--- src/rtl/alu_issue.sv ---
// Issue/writeback stage around an external combinational 8-bit ALU: operand
// read with forwarding, multi-cycle iteration of shift/rotate ops, and writeback.
module alu_issue #(
    parameter int REG_AW = 2
) (
    input  logic              clk,
    input  logic              rst_n,
    input  logic              in_valid,
    output logic              in_ready,
    input  logic [3:0]        in_op,
    input  logic              in_xy,
    input  logic [REG_AW-1:0] in_rd,
    input  logic [REG_AW-1:0] in_rs,
    input  logic              in_imm_en,
    input  logic [7:0]        in_imm,
    input  logic [2:0]        in_cnt,
    output logic [7:0]        alu_a,
    output logic [7:0]        alu_b,
    output logic [3:0]        alu_op,
    output logic              alu_xy,
    output logic              alu_cin,
    input  logic [7:0]        alu_q,
    input  logic              alu_cout,
    output logic              wb_valid,
    output logic [REG_AW-1:0] wb_rd,
    output logic [7:0]        wb_data,
    output logic              wb_carry,
    output logic              carry_flag,
    output logic              zero_flag,
    input  logic [REG_AW-1:0] dbg_addr,
    output logic [7:0]        dbg_data
);

    localparam int NREG = 1 << REG_AW;

    logic [NREG-1:0][7:0] regs_q, regs_d;
    logic                 c_q, c_d;
    logic                 z_q, z_d;
    logic                 e_valid_q, e_valid_d;
    logic [2:0]           e_rem_q, e_rem_d;
    logic [REG_AW-1:0]    e_rd_q, e_rd_d;
    logic [7:0]           alu_a_q, alu_a_d;
    logic [7:0]           alu_b_q, alu_b_d;
    logic [3:0]           alu_op_q, alu_op_d;
    logic                 alu_xy_q, alu_xy_d;
    logic                 alu_cin_q, alu_cin_d;
    logic                 wb_valid_q, wb_valid_d;
    logic [REG_AW-1:0]    wb_rd_q, wb_rd_d;
    logic [7:0]           wb_data_q, wb_data_d;
    logic                 wb_carry_q, wb_carry_d;

    logic                 fwd_s;
    logic                 accept_s;

    // The last execute cycle both completes and frees the slot for a new instruction.
    assign fwd_s    = e_valid_q && (e_rem_q == 3'd0);
    assign in_ready = !e_valid_q || (e_rem_q == 3'd0);
    assign accept_s = in_valid && in_ready;

    // Next-state: iteration/completion of the current instruction, then accept.
    always_comb begin
        regs_d     = regs_q;
        c_d        = c_q;
        z_d        = z_q;
        e_valid_d  = e_valid_q;
        e_rem_d    = e_rem_q;
        e_rd_d     = e_rd_q;
        alu_a_d    = alu_a_q;
        alu_b_d    = alu_b_q;
        alu_op_d   = alu_op_q;
        alu_xy_d   = alu_xy_q;
        alu_cin_d  = alu_cin_q;
        wb_valid_d = 1'b0;
        wb_rd_d    = wb_rd_q;
        wb_data_d  = wb_data_q;
        wb_carry_d = wb_carry_q;

        if (e_valid_q) begin
            if (e_rem_q != 3'd0) begin
                alu_a_d   = alu_q;
                alu_cin_d = alu_cout;
                e_rem_d   = e_rem_q - 3'd1;
            end else begin
                regs_d[e_rd_q] = alu_q;
                c_d            = alu_cout;
                z_d            = (alu_q == 8'h00);
                wb_valid_d     = 1'b1;
                wb_rd_d        = e_rd_q;
                wb_data_d      = alu_q;
                wb_carry_d     = alu_cout;
                e_valid_d      = 1'b0;
            end
        end else begin
            e_valid_d = 1'b0;
        end

        // Operands come from the completing result when it targets the same register.
        if (accept_s) begin
            if (fwd_s && (e_rd_q == in_rd)) begin
                alu_a_d = alu_q;
            end else begin
                alu_a_d = regs_q[in_rd];
            end
            if (in_imm_en) begin
                alu_b_d = in_imm;
            end else if (fwd_s && (e_rd_q == in_rs)) begin
                alu_b_d = alu_q;
            end else begin
                alu_b_d = regs_q[in_rs];
            end
            alu_cin_d = fwd_s ? alu_cout : c_q;
            alu_op_d  = in_op;
            alu_xy_d  = in_xy;
            e_rd_d    = in_rd;
            e_valid_d = 1'b1;
            e_rem_d   = (in_op[3:2] == 2'b11) ? in_cnt : 3'd0;
        end else begin
            e_rd_d = e_rd_d;
        end
    end

    // State registers; reset abandons any in-flight instruction.
    always_ff @(posedge clk or negedge rst_n) begin
        if (!rst_n) begin
            regs_q     <= '0;
            c_q        <= 1'b0;
            z_q        <= 1'b0;
            e_valid_q  <= 1'b0;
            e_rem_q    <= 3'd0;
            e_rd_q     <= '0;
            alu_a_q    <= 8'h00;
            alu_b_q    <= 8'h00;
            alu_op_q   <= 4'h0;
            alu_xy_q   <= 1'b0;
            alu_cin_q  <= 1'b0;
            wb_valid_q <= 1'b0;
            wb_rd_q    <= '0;
            wb_data_q  <= 8'h00;
            wb_carry_q <= 1'b0;
        end else begin
            regs_q     <= regs_d;
            c_q        <= c_d;
            z_q        <= z_d;
            e_valid_q  <= e_valid_d;
            e_rem_q    <= e_rem_d;
            e_rd_q     <= e_rd_d;
            alu_a_q    <= alu_a_d;
            alu_b_q    <= alu_b_d;
            alu_op_q   <= alu_op_d;
            alu_xy_q   <= alu_xy_d;
            alu_cin_q  <= alu_cin_d;
            wb_valid_q <= wb_valid_d;
            wb_rd_q    <= wb_rd_d;
            wb_data_q  <= wb_data_d;
            wb_carry_q <= wb_carry_d;
        end
    end

    assign alu_a      = alu_a_q;
    assign alu_b      = alu_b_q;
    assign alu_op     = alu_op_q;
    assign alu_xy     = alu_xy_q;
    assign alu_cin    = alu_cin_q;
    assign wb_valid   = wb_valid_q;
    assign wb_rd      = wb_rd_q;
    assign wb_data    = wb_data_q;
    assign wb_carry   = wb_carry_q;
    assign carry_flag = c_q;
    assign zero_flag  = z_q;
    assign dbg_data   = regs_q[dbg_addr];

endmodule

--- config.mk ---
export PLATFORM = sky130hd
export DESIGN_NAME = alu_issue
export DESIGN_NICKNAME = d
export VERILOG_FILES = /design/src/rtl/alu_issue.sv
export SDC_FILE = /design/constraint.sdc
export NUM_CORES = 1
export LEC_CHECK = 0
export BUFFER_PORTS_ARGS = -buffer_cell sky130_fd_sc_hd__buf_2
export CAP_MARGIN = 20
export CELL_PAD_IN_SITES_DETAIL_PLACEMENT = 1
export CELL_PAD_IN_SITES_GLOBAL_PLACEMENT = 1
export CORE_MARGIN = 2
export CORE_UTILIZATION = 43
export DETAILED_ROUTE_END_ITERATION = 8
export GPL_ROUTABILITY_DRIVEN = 0
export PLACE_DENSITY_LB_ADDON = 0.1
export RECOVER_POWER = 100
export SYNTH_ARGS = -nofsm -noshare
export SYNTH_HDL_FRONTEND = slang
export SYNTH_SLANG_ARGS = --single-unit
export TNS_END_PERCENT = 10
--- constraint.sdc ---
create_clock -name clk -period 2.43 [get_ports clk]
set_clock_uncertainty 0.05 [all_clocks]
set_input_delay 0.1215 -clock clk [delete_from_list [all_inputs] [get_ports clk]]
set_output_delay 0.1215 -clock clk [all_outputs]
set_load 0.1 [all_outputs]
==> metrics.txt <==
status complete, but fails checks; violations in the final reports capacitance limit, slew limit; number of unique standard cell types used by synthesis 38; max-slew violations 29; first-pass GRT wire length 16000 um; height of the die 96.4 um; number of vias per cell after detailed routing 5.55; total detailed-routing wirelength just over 10000 um; TritonCTS sink count 73; mean cell area of the mapped netlist 11.8 um^2; final-layout fill cell count 921; gr ovfl total 0; cell area reported after detailed placement approximately 0.0042 mm^2; IO buf count around 80; final critical-path required period roughly 2.2 ns; area of the core 0.00826 mm^2; type of the worst setup path reg -> out; Ports 80; clock latency on the worst-skew pair between 0.3 and 0.4 ns; Antenna diodes 0; vias after detailed routing approximately 2900; standard-cell row count 33; cells after synthesis 312; clock input transition at the sequential cells of the worst setup and hold paths approximately 0.080 ns; via count of the first global-routing pass 2934; remaining antenna violation count after routing 0; HPWL Detailed 7220 um; initial cell density of the core 44.5%; transition at the pin with the smallest max-transition slack 1.76 ns; most frequent cells in the layout 73 x sky130_fd_sc_hd__nand2_1, 73 x sky130_fd_sc_hd__dfrtp_1, 41 x sky130_fd_sc_hd__clkbuf_1; Worst Path Required 2.26 ns; total non-filler cell area in the finished layout 0.00445 mm^2; root cell of the clock tree sky130_fd_sc_hd__clkbuf_8; unrepaired setup endpoints after global routing false; max-capacitance violation count 1; CP Launch Type register; Critical Path Sink Type output port; type of the most critical hold path in -> reg; nets@finish about 440; first-pass iteration count of the detailed router 4; Chip Width 96.4 um; Routed wire per std cell 20.0 um; area enclosed by the die boundary about 0.0093 mm^2; Yosys warnings 0; Final Hold Vio Count 0; residual DRC count 0; largest cells by area after synthesis sky130_fd_sc_hd__dfrtp_1 50%, sky130_fd_sc_hd__mux4_2 15%, sky130_fd_sc_hd__mux2_2 10%; detailed router's first-iteration violation count 149; synthesis-stage register bit count 73; Synth-to-Final Area Change 21.0%; number of antenna violations at the first check in global routing 0; Post-Syn Nets about 350; area share of the largest cell type after synthesis 49.7%; total track usage 23.9%; total number of H-tree levels 3; largest buffer count on any clock path 2; data arrival time at the worst-slack endpoint 2.05 ns; total setup violations reported at the end of the flow 0; max frequency roughly 450 MHz; slew margin rel. -17.6%; PostCTS Resize Cnt 0; TritonCTS clock tree yes; final total negative setup slack 0 ns; cell type with the largest total area after synthesis sky130_fd_sc_hd__dfrtp_1; post-route fraction of the period consumed by the critical path 91.6%; critical path peak fanout 5; area used by multi-input combinational logic ~0.0017 mm^2; number of CTS-inserted buffers 9; area occupied by registers approximately 0.0018 mm^2; layout cell share with drive strength beyond 1 30.3%; sequential area share after synthesis 49.7%; synthesized cell area between 0.003 and 0.004 mm^2; maximum number of pins on one net before global-route repair 46
## cells in the mapped netlist
library cell               count
sky130_fd_sc_hd__dfrtp_1      73
sky130_fd_sc_hd__nand2_1      73
sky130_fd_sc_hd__mux2_2       33
sky130_fd_sc_hd__mux4_2       24
sky130_fd_sc_hd__nor2_1       13
sky130_fd_sc_hd__a21oi_1      10
sky130_fd_sc_hd__nand3_1      10
sky130_fd_sc_hd__clkbuf_1      8
sky130_fd_sc_hd__mux2i_1       8
sky130_fd_sc_hd__o211ai_1      8
sky130_fd_sc_hd__o22ai_1       8
sky130_fd_sc_hd__inv_1         5
sky130_fd_sc_hd__buf_2         4
sky130_fd_sc_hd__buf_1         3
sky130_fd_sc_hd__a31oi_1       2
sky130_fd_sc_hd__ha_1          2
sky130_fd_sc_hd__nand2b_1      2
sky130_fd_sc_hd__nand4_1       2
sky130_fd_sc_hd__nor4_1        2
sky130_fd_sc_hd__o21ai_0       2
sky130_fd_sc_hd__xnor2_1       2
sky130_fd_sc_hd__xor2_1        2
sky130_fd_sc_hd__a21oi_2       1
sky130_fd_sc_hd__a311oi_1      1
sky130_fd_sc_hd__and2_0        1
sky130_fd_sc_hd__buf_4         1
sky130_fd_sc_hd__clkbuf_2      1
sky130_fd_sc_hd__clkinv_1      1
sky130_fd_sc_hd__inv_2         1
sky130_fd_sc_hd__nand3_2       1
sky130_fd_sc_hd__nand3b_2      1
sky130_fd_sc_hd__nor2_2        1
sky130_fd_sc_hd__nor2b_1       1
sky130_fd_sc_hd__nor3_2        1
sky130_fd_sc_hd__nor3_4        1
sky130_fd_sc_hd__o21ai_1       1
sky130_fd_sc_hd__o31ai_1       1
sky130_fd_sc_hd__or3_1         1
## routing by layer
layer  routed length [um]  global-route usage, %
met1                 4590                   33.0
met2                 5060                   38.3
met3                  527                   5.82
met4                   78                   6.22
met5                    0                      0
## final timing paths
path | from | cells after the start | slack, ns | end
max | e_rem_q[0] | 6 | 0.20 | in_ready
min | in_imm[6] | 3 | 0.01 | alu_b[6]
max reg2reg | e_rem_q[0] | 6 | 0.26 | regs_q[7]
min reg2reg | wb_rd[0] | 2 | 0.43 | wb_rd[0]
max in group asynchronous | rst_n | 2 | 0.59 | alu_b[1]
min in group asynchronous | rst_n | 2 | 0.71 | alu_op[3]
## state kept, by name (all words and copies together), names as in the netlist, 2 cells and up
| register | flops |
|---|---|
| e_rem_q | 3 |
| alu_a | 8 |
| wb_rd | 2 |
| wb_data | 8 |
| alu_b | 8 |
| alu_op | 4 |
| regs_q | 32 |
| e_rd_q | 2 |
## metrics by stage
| step | std cells | hold WS, ns | utilization, % | setup WS [ns] |
|---|---|---|---|---|
| 2_1_floorplan | 312 | -0.224 | - | 0.529 |
| 3_3_place_gp | 487 | 0.153 | 50.9 | 0.415 |
| 3_5_place_dp | 487 | 0.171 | 50.9 | 0.297 |
| 4_1_cts | 514 | 0.00129 | 54.6 | 0.224 |
| 5_1_grt | 514 | 0.0133 | 53.9 | 0.0611 |
| 6_report | 514 | 0.0113 | 53.9 | 0.204 |
## logic make-up after synthesis
| logic type | Yosys count | share of synthesized area, % |
|---|---|---|
| muxes | 65 | 27.0 |
| AOI/OAI and AO/OA | 34 | 5.79 |
| adders and majority gates | 2 | 0.681 |
| buffers and inverters | 24 | 2.72 |
| and+or+nand+nor | 110 | 13.1 |
| DFF | 73 | 49.7 |
| xor gates and xnor gates | 4 | 0.954 |
## final cells by class
| class | count | share of cell area, % |
|---|---|---|
| clock buffer | 11 | 3.18 |
| clock inverter | 5 | 1.24 |
| inverter | 7 | 0.591 |
| multi-input combinational | 215 | 39.3 |
| sequential | 73 | 41.1 |
| tap | 105 | 2.95 |
| timing repair buffer | 98 | 11.7 |
## worst max-delay path, stage by stage (launching register included)
cell	delay (ns)
sky130_fd_sc_hd__dfrtp_1	0.39
sky130_fd_sc_hd__inv_1	0.10
sky130_fd_sc_hd__ha_1	0.24
sky130_fd_sc_hd__nor2b_1	0.23
sky130_fd_sc_hd__nor2_1	0.10
sky130_fd_sc_hd__inv_1	0.15
sky130_fd_sc_hd__clkbuf_2	0.48
## what timing repair did
action                     4_1_cts  5_1_grt
setup endpoints to repair        0        0
hold endpoints to repair        39        0
buffers inserted                 0        0
hold buffers                    11        0
Power is left out: the tool's default activity adds up to more than one toggle a clock period on the data nets, which glitch-free logic cannot reach.
